## config.mk

```make
export PLATFORM = sky130hd
export DESIGN_NAME = motor_pwm_drive
export DESIGN_NICKNAME = d
export VERILOG_FILES = /design/src/rtl/motor_pwm_drive.sv
export SDC_FILE = /design/constraint.sdc
export NUM_CORES = 1
export LEC_CHECK = 0
export CORE_MARGIN = 2
export CORE_UTILIZATION = 60
export CTS_CLUSTER_SIZE = 14
export DETAILED_ROUTE_END_ITERATION = 8
export PLACE_DENSITY = 0.95
export SLEW_MARGIN = 40
export SYNTH_ARGS = -nofsm -noshare
export SYNTH_HDL_FRONTEND = slang
export SYNTH_SLANG_ARGS = --single-unit
```

## constraint.sdc

```tcl
create_clock -name clk -period 4.4 [get_ports clk]
set_clock_uncertainty 0.05 [all_clocks]
set_input_delay 0.66 -clock clk [delete_from_list [all_inputs] [get_ports clk]]
set_output_delay 0.66 -clock clk [all_outputs]
set_load 0.03 [all_outputs]
```

## src/rtl/motor_pwm_drive.sv

```systemverilog
// Differential-drive PWM generator: mixes speed/direction into left/right duties
// and emits 15-slot PWM periods with safe drain-to-idle and emergency stop.
module motor_pwm_drive #(
    parameter int PRESCALE   = 4,
    parameter int CENTER_DIR = 8
) (
    input  logic       clk,
    input  logic       rst,
    input  logic       en,
    input  logic       estop,
    input  logic [3:0] speed,
    input  logic [3:0] dir,
    output logic       pwm_l,
    output logic       pwm_r,
    output logic [3:0] duty_l,
    output logic [3:0] duty_r,
    output logic       period_start,
    output logic       busy
);

    typedef enum logic [1:0] {IDLE, RUN, DRAIN} state_t;

    localparam logic [7:0]        PRESC_MAX = 8'(PRESCALE - 1);
    localparam logic signed [5:0] CENTER_S  = 6'(CENTER_DIR);

    state_t            state, state_nxt;
    logic [7:0]        presc_cnt, presc_nxt;
    logic [3:0]        slot_cnt, slot_nxt;
    logic [3:0]        duty_l_nxt, duty_r_nxt;
    logic              period_start_nxt;
    logic              tick, period_end;
    logic signed [5:0] delta_p0, mix_l_p0, mix_r_p0;
    logic [3:0]        tgt_l_p0, tgt_r_p0;

    function automatic logic [3:0] sat_u4(input logic signed [5:0] v);
        if (v < 6'sd0)
            return 4'd0;
        else if (v > 6'sd15)
            return 4'd15;
        else
            return v[3:0];
    endfunction

    // Stage p0: combinational mixing of the live command into duty targets
    always_comb begin
        delta_p0 = $signed({2'b00, dir}) - CENTER_S;
        mix_l_p0 = $signed({2'b00, speed}) + delta_p0;
        mix_r_p0 = $signed({2'b00, speed}) - delta_p0;
        tgt_l_p0 = sat_u4(mix_l_p0);
        tgt_r_p0 = sat_u4(mix_r_p0);
    end

    assign tick       = (state != IDLE) && (presc_cnt == PRESC_MAX);
    assign period_end = tick && (slot_cnt == 4'd14);

    always_comb begin
        state_nxt        = state;
        duty_l_nxt       = duty_l;
        duty_r_nxt       = duty_r;
        period_start_nxt = 1'b0;
        presc_nxt        = 8'd0;
        slot_nxt         = 4'd0;

        if (state != IDLE) begin
            if (tick) begin
                presc_nxt = 8'd0;
                slot_nxt  = period_end ? 4'd0 : slot_cnt + 4'd1;
            end else begin
                presc_nxt = presc_cnt + 8'd1;
                slot_nxt  = slot_cnt;
            end
        end

        case (state)
            IDLE: begin
                if (en) begin
                    state_nxt        = RUN;
                    duty_l_nxt       = tgt_l_p0;
                    duty_r_nxt       = tgt_r_p0;
                    period_start_nxt = 1'b1;
                end
            end
            RUN: begin
                if (!en) begin
                    state_nxt = DRAIN;
                end else if (period_end) begin
                    duty_l_nxt       = tgt_l_p0;
                    duty_r_nxt       = tgt_r_p0;
                    period_start_nxt = 1'b1;
                end
            end
            DRAIN: begin
                if (en) begin
                    state_nxt = RUN;
                    if (period_end) begin
                        duty_l_nxt       = tgt_l_p0;
                        duty_r_nxt       = tgt_r_p0;
                        period_start_nxt = 1'b1;
                    end
                end else if (period_end) begin
                    state_nxt  = IDLE;
                    duty_l_nxt = 4'd0;
                    duty_r_nxt = 4'd0;
                end
            end
            default: state_nxt = IDLE;
        endcase

        // Emergency stop overrides every transition above
        if (estop) begin
            state_nxt        = IDLE;
            duty_l_nxt       = 4'd0;
            duty_r_nxt       = 4'd0;
            presc_nxt        = 8'd0;
            slot_nxt         = 4'd0;
            period_start_nxt = 1'b0;
        end
    end

    // Stage p1: registered state, counters and applied duties
    always_ff @(posedge clk or posedge rst) begin
        if (rst) begin
            state        <= IDLE;
            presc_cnt    <= 8'd0;
            slot_cnt     <= 4'd0;
            duty_l       <= 4'd0;
            duty_r       <= 4'd0;
            period_start <= 1'b0;
        end else begin
            state        <= state_nxt;
            presc_cnt    <= presc_nxt;
            slot_cnt     <= slot_nxt;
            duty_l       <= duty_l_nxt;
            duty_r       <= duty_r_nxt;
            period_start <= period_start_nxt;
        end
    end

    assign busy  = (state != IDLE);
    assign pwm_l = busy && (slot_cnt < duty_l);
    assign pwm_r = busy && (slot_cnt < duty_r);

endmodule

```

==> run_results.csv, run 1 <==
group,metric,value,unit
cts,clock_path_buffers,2,
cells_and_area,nNetsFinal,274,
logic_synthesis,avgSynthCellArea,8.91,µm²
routing,viasPerCell,5.90,
power_and_ir_drop,p_sw,0.000458,W
cts,cts_buffers,3,
logic_synthesis,yosysSeqAreaShare,30.6,%
job,max-cap-violations,0,
timing,fin_crit,3.13,ns
logic_synthesis,synth_common_cells,"ha_1 (24), inv_1 (24), dfrtp_1 (23)",
setup_path,setup.worst_path.class,"reg2out",
grt,grt_pass1_wl,6.75,mm
placement,port_buffers,23,
logic_synthesis,synth_nets,249,
power_and_ir_drop,p_per_area,452,mW/mm²
timing,worst-slew-pin-transition,0.567,ns
cells_and_area,syn2layout_area_growth,16.0,%
floorplanning,dieHeight,60.0,µm
placement,dpl.hpwl,3.30,mm
cts,path_clk_slew,0.12,ns
setup_path,critPathMaxStageDelay,0.72,ns
floorplanning,dieArea,0.00360,mm²
cts,ctsHoldBuffers,0,
power_and_ir_drop,swShare,46.5,%
routing,totalWireLength,4.20,mm
placement,placed_cell_area,0.00215,mm²
floorplanning,fp.coreArea,0.00303,mm²
routing,drcViolationCount,0,
grt,grt_max_degree,24,
floorplanning,num_rows,20,
setup_path,end_kind,"output port",
setup_path,crit_path_max_fanout,6,
power_and_ir_drop,p_clk_share,10.0,%
status,status,"finished clean",
timing,setup_tns,0,ns
logic_synthesis,synth_top_area_share,30.6,%
setup_path,critical_path.top_delay_family,"buffers and inverters",
timing,finalHoldViolCount,0,
floorplanning,die_w,60.0,µm
logic_synthesis,ys_top_cells_by_area,"dfrtp_1 (31%), ha_1 (16%), inv_1 (4.8%), nor2_1 (4.2%), a21oi_1 (2.7%)",
setup_path,critical_path_buf_inv_count,1,
placement,place_congestion,0.927,
routing,drt_iter0_drc,78,
logic_synthesis,synth_area,0.00188,mm²
routing,num_vias,1645,
timing,slew_violations,0,
floorplanning,io_pins,24,
power_and_ir_drop,peakVddDrop,0.171,mV
logic_synthesis,yosys.area.top_type,"dfrtp_1",
setup_path,cp_data_required_time,3.69,ns
cts,cts_root_buf,"clkbuf_4",
setup_path,crit_arrival,2.42,ns
grt,antenna_found_initial,0,
timing,grt_setup_unrepaired,"false",
timing,setup_viol,0,
logic_synthesis,async_flop_share,100,%
cts,cts-resized-gates,0,
cts,post_cts_buffers,0,
logic_synthesis,ys.warnings.count,0,
cells_and_area,finalNonFillerCells,279,
power_and_ir_drop,p_int,0.000528,W
logic_synthesis,synth_edf_count,0,
routing,first_pass_iters,4,
power_and_ir_drop,p_leak,0.954,nW
grt,overflow,0,
logic_synthesis,synth_seq_cells,23,
floorplanning,start_util,62.1,%
cells_and_area,antennaDiodeCount,0,
cells_and_area,final_layout_size_suffix_gt1_share,6.38,%
setup_path,crit_chain,"ha_1, a21boi_0, o21ai_0, nand2b_1, a211oi_1, clkdlybuf4s50_1",
grt,grtUsageTotal,24.8,%
logic_synthesis,synth_cell_type_count,45,
cts,h-tree-depth,1,
routing,ant_nets,0,
grt,grt_pass1_vias,1498,
placement,placedCellCount,275,
timing,relSlewSlack,62.2,%
cts,clock_latency,0.31,ns
hold_path,hold_path.class,"reg2reg",
timing,period_share,71.1,%
power_and_ir_drop,pwr-share-comb,60.6,%
cts,clock-sinks,23,
routing,wl_per_cell,15.1,µm
cts,cts_tree,"yes",
cells_and_area,final_area,0.00218,mm²
power_and_ir_drop,pwr-share-seq,29.5,%
logic_synthesis,ys.flop_type,"dfrtp_1",
timing,clock.fmax,320,MHz
logic_synthesis,syn_inst,211,
setup_path,cpMaxStageDelayCell,"clkdlybuf4s50_1",
setup_path,start_kind,"register",
cell type report:
cell class,count,area [µm²]
Inverter,24,90.1
Multi-Input combinational cell,161,1200
Fill cell,230,847
Timing Repair Buffer,23,230
Clock inverter,1,5.00
Clock buffer,3,22.5
Tap cell,44,55.1
Sequential cell,23,576
metal layers:
metal | up-vias | share of wire, % | global-route usage [%]
li1 | 800 | - | -
met2 | 59 | 48 | 41.8
met1 | 780 | 46 | 33.2
met4 | 0 | 1.4 | 8.25
met3 | 6 | 4.6 | 2.60
met5 | - | 0 | 0
kinds of logic after synthesis:
kind of cell             count (synthesis)  share of synthesized area (%)
AO/OA/AOI/OAI                           48                           18.7
XOR/XNOR                                 9                           4.19
adder cells (fa/ha/maj)                 26                           18.1
buffers and inverters                   27                           5.79
flip-flops                              23                           30.6
multiplexers                             2                           1.06
AND/OR/NAND/NOR                         76                           21.6
registers in the layout (all words and copies together) (netlist names):
signal and flops:
state 2, duty_l 4, period_start 1, duty_r 4
slot_cnt 4, presc_cnt 8
worst paths after layout:
kind | start | to | slack [ns] | cells past startpoint
worst max-delay path | slot_cnt[1] | pwm_l | 1.27 | 6
worst min-delay path | presc_cnt[0] | presc_cnt[0] | 0.45 | 1
worst max register to register | state[0] | duty_l[2] | 1.62 | 7
worst min register to register | presc_cnt[0] | presc_cnt[0] | 0.45 | 1
max in group asynchronous | rst | slot_cnt[0] | 3.35 | 2
min in group asynchronous | rst | presc_cnt[1] | 0.62 | 2
worst reg2reg max path, stage by stage (launching register included):
cell and delay (ns):
dfrtp_1 0.44, inv_1 0.09, ha_1 0.32, or4b_4 0.53, o31a_1 0.36, a211oi_4 0.47, nand2_4 0.11, o32ai_1 0.32
through the flow:
step	total power, W	setup WS (ns)	hold WS, ns	util [%]
CTS	0.000984	1.26	0.451	71.8
finish	0.000985	1.27	0.451	72.0
detailed placement	0.000883	1.20	0.433	70.9
global route	0.00105	1.16	0.465	72.0
floorplan	0.000711	1.71	0.397	-
global placement	0.000872	1.34	0.430	70.9
power by group through the flow:
stage / registers (W) / clock network [W] / logic (W)
2_1_floorplan: 0.000344 / 0 / 0.000367
6_report: 0.000290 / 0.0000983 / 0.000597
3_5_place_dp: 0.000294 / 0 / 0.000589
4_1_cts: 0.000290 / 0.000100 / 0.000594
3_3_place_gp: 0.000292 / 0 / 0.000580
5_1_grt: 0.000295 / 0.000105 / 0.000648
placed cells by master (no fill, tap or decap), types with 2 or more instances in the layout:
master,n
nand2b_1,6
o2111ai_1,2
a31oi_1,2
xnor2_1,5
or2_2,5
and3_1,5
ha_1,24
mux2i_1,2
a311oi_1,4
dfrtp_1,23
a21oi_1,10
nor4_1,2
nor2b_1,2
nor3_1,6
a21boi_0,2
a211oi_1,3
nand3_1,8
nand2_1,10
nor2_1,21
inv_1,23
o32ai_1,4
fa_1,2
nand4_1,2
clkdlybuf4s50_1,23
a21o_1,3
clkbuf_4,3
o211ai_1,2
or3_1,2
xor2_1,4
o21ai_0,7
No activity file was read; power rests on OpenSTA's default activity.
==> run 2: changes to the inputs <==
--- a/config.mk
+++ b/config.mk
@@ -6,10 +6,10 @@
 export NUM_CORES = 1
 export LEC_CHECK = 0
 export CORE_MARGIN = 2
-export CORE_UTILIZATION = 60
+export CORE_UTILIZATION = 55
 export CTS_CLUSTER_SIZE = 14
 export DETAILED_ROUTE_END_ITERATION = 8
-export PLACE_DENSITY = 0.95
+export PLACE_DENSITY = 0.88
 export SLEW_MARGIN = 40
 export SYNTH_ARGS = -nofsm -noshare
 export SYNTH_HDL_FRONTEND = slang
==> constraint.sdc (replaced) <==
create_clock -name clk -period 3.3 [get_ports clk]
set_clock_uncertainty 0.05 [all_clocks]
set_input_delay 0.495 -clock clk [delete_from_list [all_inputs] [get_ports clk]]
set_output_delay 0.495 -clock clk [all_outputs]
set_load 0.03 [all_outputs]
==> run 2 against run 1 <==
Core utilization shrank 5.8 points. Total power grew 34%. First-iteration DRC count grew 26%. Wire length shrank 1.1%. Via count shrank 1.4%. Sequential share of layout area shrank 0.12 points. Critical path type unchanged. Critical endpoint unchanged. Largest cell class unchanged.
==> run_results.csv, run 2 (synthesis results as in run 1) <==
group,metric,value,unit
hold_path,whs_path_depth,1,
cells_and_area,final_area,0.00219,mm²
setup_path,setup.worst_path.class,"reg2out",
timing,setup_tns,0,ns
cts,path_clk_slew,0.12,ns
grt,antenna_found_initial,0,
routing,viasPerCell,5.73,
timing,relSlewSlack,64.8,%
timing,finalHoldViolCount,0,
cells_and_area,layout_commonest_cell,"ha_1",
cells_and_area,largest_reg_flops,8,
hold_path,hold_path.class,"reg2reg",
cells_and_area,nNetsFinal,276,
grt,grt_max_degree,24,
job,max-cap-violations,0,
power_and_ir_drop,peakVddDrop,0.387,mV
placement,placed_cell_area,0.00216,mm²
setup_path,crit_path_max_fanout,6,
setup_path,cp_data_required_time,2.75,ns
floorplanning,fp.coreArea,0.00331,mm²
cts,clock_latency,0.31,ns
floorplanning,dieHeight,62.5,µm
cts,cts_buffers,3,
timing,period_share,90.9,%
cts,cts-resized-gates,0,
cts,cts_tree,"yes",
routing,drcViolationCount,0,
setup_path,crit_chain,"ha_1, a21boi_0, o21ai_0, nand2b_1, a211oi_1, clkdlybuf4s50_1",
cells_and_area,fillers,282,
cts,post_cts_buffers,0,
hold_path,hp-start,"presc_cnt[0]",
floorplanning,io_pins,24,
timing,slew_violations,0,
setup_path,crit_arrival,2.46,ns
setup_path,rrSetupSlack,0.50,ns
setup_path,worstReg2RegStart,"state[0]",
cells_and_area,antennaDiodeCount,0,
cts,cts_root_buf,"clkbuf_4",
status,status,"finished clean",
routing,ant_nets,0,
setup_path,r2r-end,"duty_l[2]",
routing,drt_iter0_drc,98,
setup_path,end_kind,"output port",
floorplanning,dieArea,0.00390,mm²
power_and_ir_drop,finalPower,0.00132,W
cells_and_area,largest-register,"presc_cnt",
hold_path,hold_end,"presc_cnt[0]",
placement,dpl.hpwl,3.30,mm
routing,totalWireLength,4.16,mm
cells_and_area,syn2layout_area_growth,16.5,%
setup_path,startpoint,"slot_cnt[1]",
grt,grtUsageTotal,23.0,%
setup_path,start_kind,"register",
timing,worst-slew-pin-transition,0.529,ns
cells_and_area,ff_latch_area,576,µm²
placement,placedCellCount,279,
setup_path,cpMaxStageDelayCell,"clkdlybuf4s50_1",
grt,overflow,0,
routing,first_pass_iters,4,
power_and_ir_drop,p_leak,0.959,nW
cells_and_area,multi_input_area,0.00120,mm²
setup_path,critPathMaxStageDelay,0.73,ns
timing,fin_crit,3.00,ns
timing,grt_setup_unrepaired,"false",
placement,port_buffers,23,
timing,setup_viol,0,
cts,ctsHoldBuffers,0,
grt,grt_pass1_wl,7.26,mm
routing,wl_per_cell,14.7,µm
placement,place_congestion,0.835,
floorplanning,start_util,56.8,%
power_and_ir_drop,p_per_area,604,mW/mm²
setup_path,r2r_cells,7,
grt,grt_pass1_vias,1612,
cts,clock-sinks,23,
cells_and_area,final_cell_mix,"ha_1 (24), inv_1 (23), dfrtp_1 (23), clkdlybuf4s50_1 (23), nor2_1 (21)",
timing,clock.fmax,333,MHz
floorplanning,die_w,62.5,µm
cts,clock_path_buffers,2,
cells_and_area,finalNonFillerCells,283,
cts,h-tree-depth,1,
cells_and_area,final_layout_size_suffix_gt1_share,6.33,%
floorplanning,num_rows,21,
routing,num_vias,1622,
-- run 2: changes by cell type in the layout (fill, tap and decap cells not counted) --
cell	delta
buf_4	+2
clkbuf_1	+1
clkinv_2	-1
nor4_1	+1
nor4_2	-1
-- run 2: worst max-delay path by stage --
stage                end
2_1_floorplan      pwm_l
3_3_place_gp   duty_l[0]
3_5_place_dp   duty_l[0]
4_1_cts            pwm_l
5_1_grt            pwm_r
6_report           pwm_l
-- run 2: final cells by class --
type | instances | area share (%)
clock buffers | 4 | 1.20
well taps | 46 | 2.63
flip-flops and latches | 23 | 26.3
multi-input cells | 161 | 54.6
inverters | 24 | 4.11
repair buffers | 25 | 11.2
-- run 2: report_power, final --
part	internal, W	switching (W)
sequential	0.000339	0.0000465
combinational	0.000320	0.000487
clock	0.0000472	0.0000843
-- run 2: metal layers --
| layer | GRT usage, % | part of all wire [%] |
|---|---|---|
| met1 | 33.3 | 45 |
| met2 | 35.8 | 47 |
| met3 | 3.42 | 6.5 |
| met4 | 6.67 | 1.2 |
| met5 | 0 | 0 |
-- run 2: worst max-delay path, delay by kind of cell, from the launching register on --
kind	cells	cell delay (ns)
buf+inv	1	0.73
compound gates	3	0.57
flops	1	0.49
fa+ha+maj	1	0.30
simple gates	1	0.07
-- run 2: through the flow --
step                hold WS, ns  worst slack, ns  util (%)
CTS                       0.443            0.296      66.2
floorplan                 0.397            0.779         -
detailed placement        0.426            0.283      65.4
global placement          0.422            0.394      65.4
finish                    0.441            0.299      66.2
global route              0.482            0.206      66.2
==> run 3: changes to the inputs <==
--- a/config.mk
+++ b/config.mk
@@ -6,11 +6,12 @@
 export NUM_CORES = 1
 export LEC_CHECK = 0
 export CORE_MARGIN = 2
-export CORE_UTILIZATION = 55
+export CORE_UTILIZATION = 63
 export CTS_CLUSTER_SIZE = 14
 export DETAILED_ROUTE_END_ITERATION = 8
+export DONT_BUFFER_PORTS = 1
 export PLACE_DENSITY = 0.88
-export SLEW_MARGIN = 40
+export SLEW_MARGIN = 15
 export SYNTH_ARGS = -nofsm -noshare
 export SYNTH_HDL_FRONTEND = slang
 export SYNTH_SLANG_ARGS = --single-unit
==> run 3 against run 2 <==
The run now ends with DRC left. Non-clock buffer count shrank 23. Combinational power shrank 24%. Flip-flop and latch count is the same. Critical path type unchanged. Critical endpoint unchanged. Largest cell class unchanged. Highest routed layer unchanged.
==> run_results.csv, run 3 (synthesis results as in run 1) <==
group,metric,value,unit
timing,final.setup.worst_slack,0.436,ns
job,max-cap-violations,0,
setup_path,cp_data_required_time,2.75,ns
cts,clock-sinks,23,
setup_path,critPathMaxStageDelay,0.62,ns
floorplanning,fp.coreArea,0.00281,mm²
setup_path,crit_arrival,2.32,ns
routing,num_vias,1614,
routing,viasPerCell,6.59,
setup_path,critical_path.top_delay_family,"compound AO/OA/AOI/OAI gates",
timing,clock.fmax,349,MHz
cells_and_area,final_cell_mix,"inv_1 (24), ha_1 (24), dfrtp_1 (23), nor2_1 (21)",
power_and_ir_drop,peakVddDrop,0.332,mV
grt,grt_pass1_wl,7.29,mm
placement,port_buffers,0,
floorplanning,io_pins,24,
timing,setup_tns,0,ns
cts,cts_root_buf,"clkbuf_4",
grt,grt_pass1_vias,1539,
cts,clock_path_buffers,2,
cells_and_area,syn2layout_area_growth,3.33,%
hold_path,hold_path.class,"in2reg",
cts,ctsHoldBuffers,0,
cts,h-tree-depth,1,
timing,setup_viol,0,
cts,clock_latency,0.32,ns
timing,finalHoldViolCount,0,
cells_and_area,final_layout_size_suffix_gt1_share,7.01,%
setup_path,end_kind,"output port",
cts,cts_tree,"yes",
grt,grtUsageTotal,28.0,%
setup_path,crit_path_max_fanout,3,
routing,drcViolationCount,1,
cells_and_area,antennaDiodeCount,0,
floorplanning,start_util,67.0,%
cells_and_area,fillers,213,
cts,cts_buffers,3,
routing,first_pass_iters,7,
power_and_ir_drop,p_leak,0.879,nW
cells_and_area,nNetsFinal,253,
floorplanning,dieArea,0.00344,mm²
cts,path_clk_slew,0.14,ns
timing,grt_setup_unrepaired,"false",
floorplanning,dieHeight,58.6,µm
routing,ant_nets,0,
timing,fin_crit,2.86,ns
cells_and_area,largest-register,"presc_cnt",
power_and_ir_drop,p_per_area,630,mW/mm²
setup_path,start_kind,"register",
grt,antenna_found_initial,0,
placement,dpl.hpwl,3.58,mm
placement,place_ws,0.636,ns
grt,grt_use_met3,7.03,%
status,status,"finished, violations left",
timing,worst-slew-pin-transition,0.882,ns
routing,drt_iter0_drc,114,
timing,period_share,86.8,%
routing,totalWireLength,4.45,mm
setup_path,critical_path_buf_inv_count,2,
floorplanning,num_rows,19,
timing,relSlewSlack,41.1,%
placement,place_congestion,0.980,
grt,grt_max_degree,24,
timing,slew_violations,0,
grt,overflow,0,
grt,gr-usage-met1,38.8,%
cts,cts-resized-gates,0,
setup_path,crit_chain,"inv_1, ha_1, a21boi_0, o21ai_0, nand2b_1, a211oi_1, buf_4",
grt,top_usage_layer,"met2",
floorplanning,die_w,58.6,µm
status,failed_checks,"DRC",
setup_path,cpMaxStageDelayCell,"dfrtp_1",
grt,grt.met2_usage,45.3,%
cts,post_cts_buffers,0,
setup_path,setup.worst_path.class,"reg2out",
cells_and_area,largest_reg_flops,8,
routing,wl_per_cell,18.2,µm
==> run 3: changes by cell type in the layout (fill, tap and decap cells not counted), sizes merged <==
| cell | before | now |
|---|---|---|
| clkbuf | 4 | 3 |
| clkdlybuf4s50 | 23 | 0 |
| clkinv | 0 | 1 |
==> run 3: worst paths after layout <==
kind,start,end,slack (ns),cells after the start
worst min register to register,presc_cnt[0],presc_cnt[0],0.45,1
min in group asynchronous,rst,state[1],0.18,1
worst max-delay path,duty_l[1],pwm_l,0.44,7
worst max register to register,state[0],duty_r[3],0.61,7
max in group asynchronous,rst,presc_cnt[5],2.47,1
worst min-delay path,estop,state[1],0.16,1
==> run 3: area by class of cell <==
type | count | area (µm²) | share of cell area (%)
sequential | 23 | 576 | 29.6
multi-input combinational | 161 | 1200 | 61.6
inverter | 24 | 90.1 | 4.64
timing repair buffer | 2 | 15.0 | 0.773
clock buffer | 3 | 22.5 | 1.16
clock inverter | 1 | 5.00 | 0.258
tap | 31 | 38.8 | 2.00
==> run 3: stage by stage <==
stage	instances	cell area (µm²)	util, %	hold WS [ns]	power, W
detailed placement	241	1920	68.3	0.438	0.00108
global placement	241	1920	68.3	0.426	0.00104
global route	245	1940	69.3	0.143	0.00131
CTS	245	1940	69.3	0.157	0.00122
floorplan	211	1880	-	0.397	0.000948
finish	245	1940	69.3	0.161	0.00122
==> run 3: routing by layer <==
| metal | vias up | wire (µm) |
|---|---|---|
| li1 | 755 | - |
| met1 | 761 | 1920 |
| met2 | 90 | 2020 |
| met3 | 8 | 452 |
| met4 | 0 | 57 |
| met5 | - | 0 |
==> run 3: power by group <==
group | switching (W) | internal (W)
Combinational | 0.000387 | 0.000225
Clock | 0.0000901 | 0.0000454
Sequential | 0.000139 | 0.000337
Total | 0.000616 | 0.000607
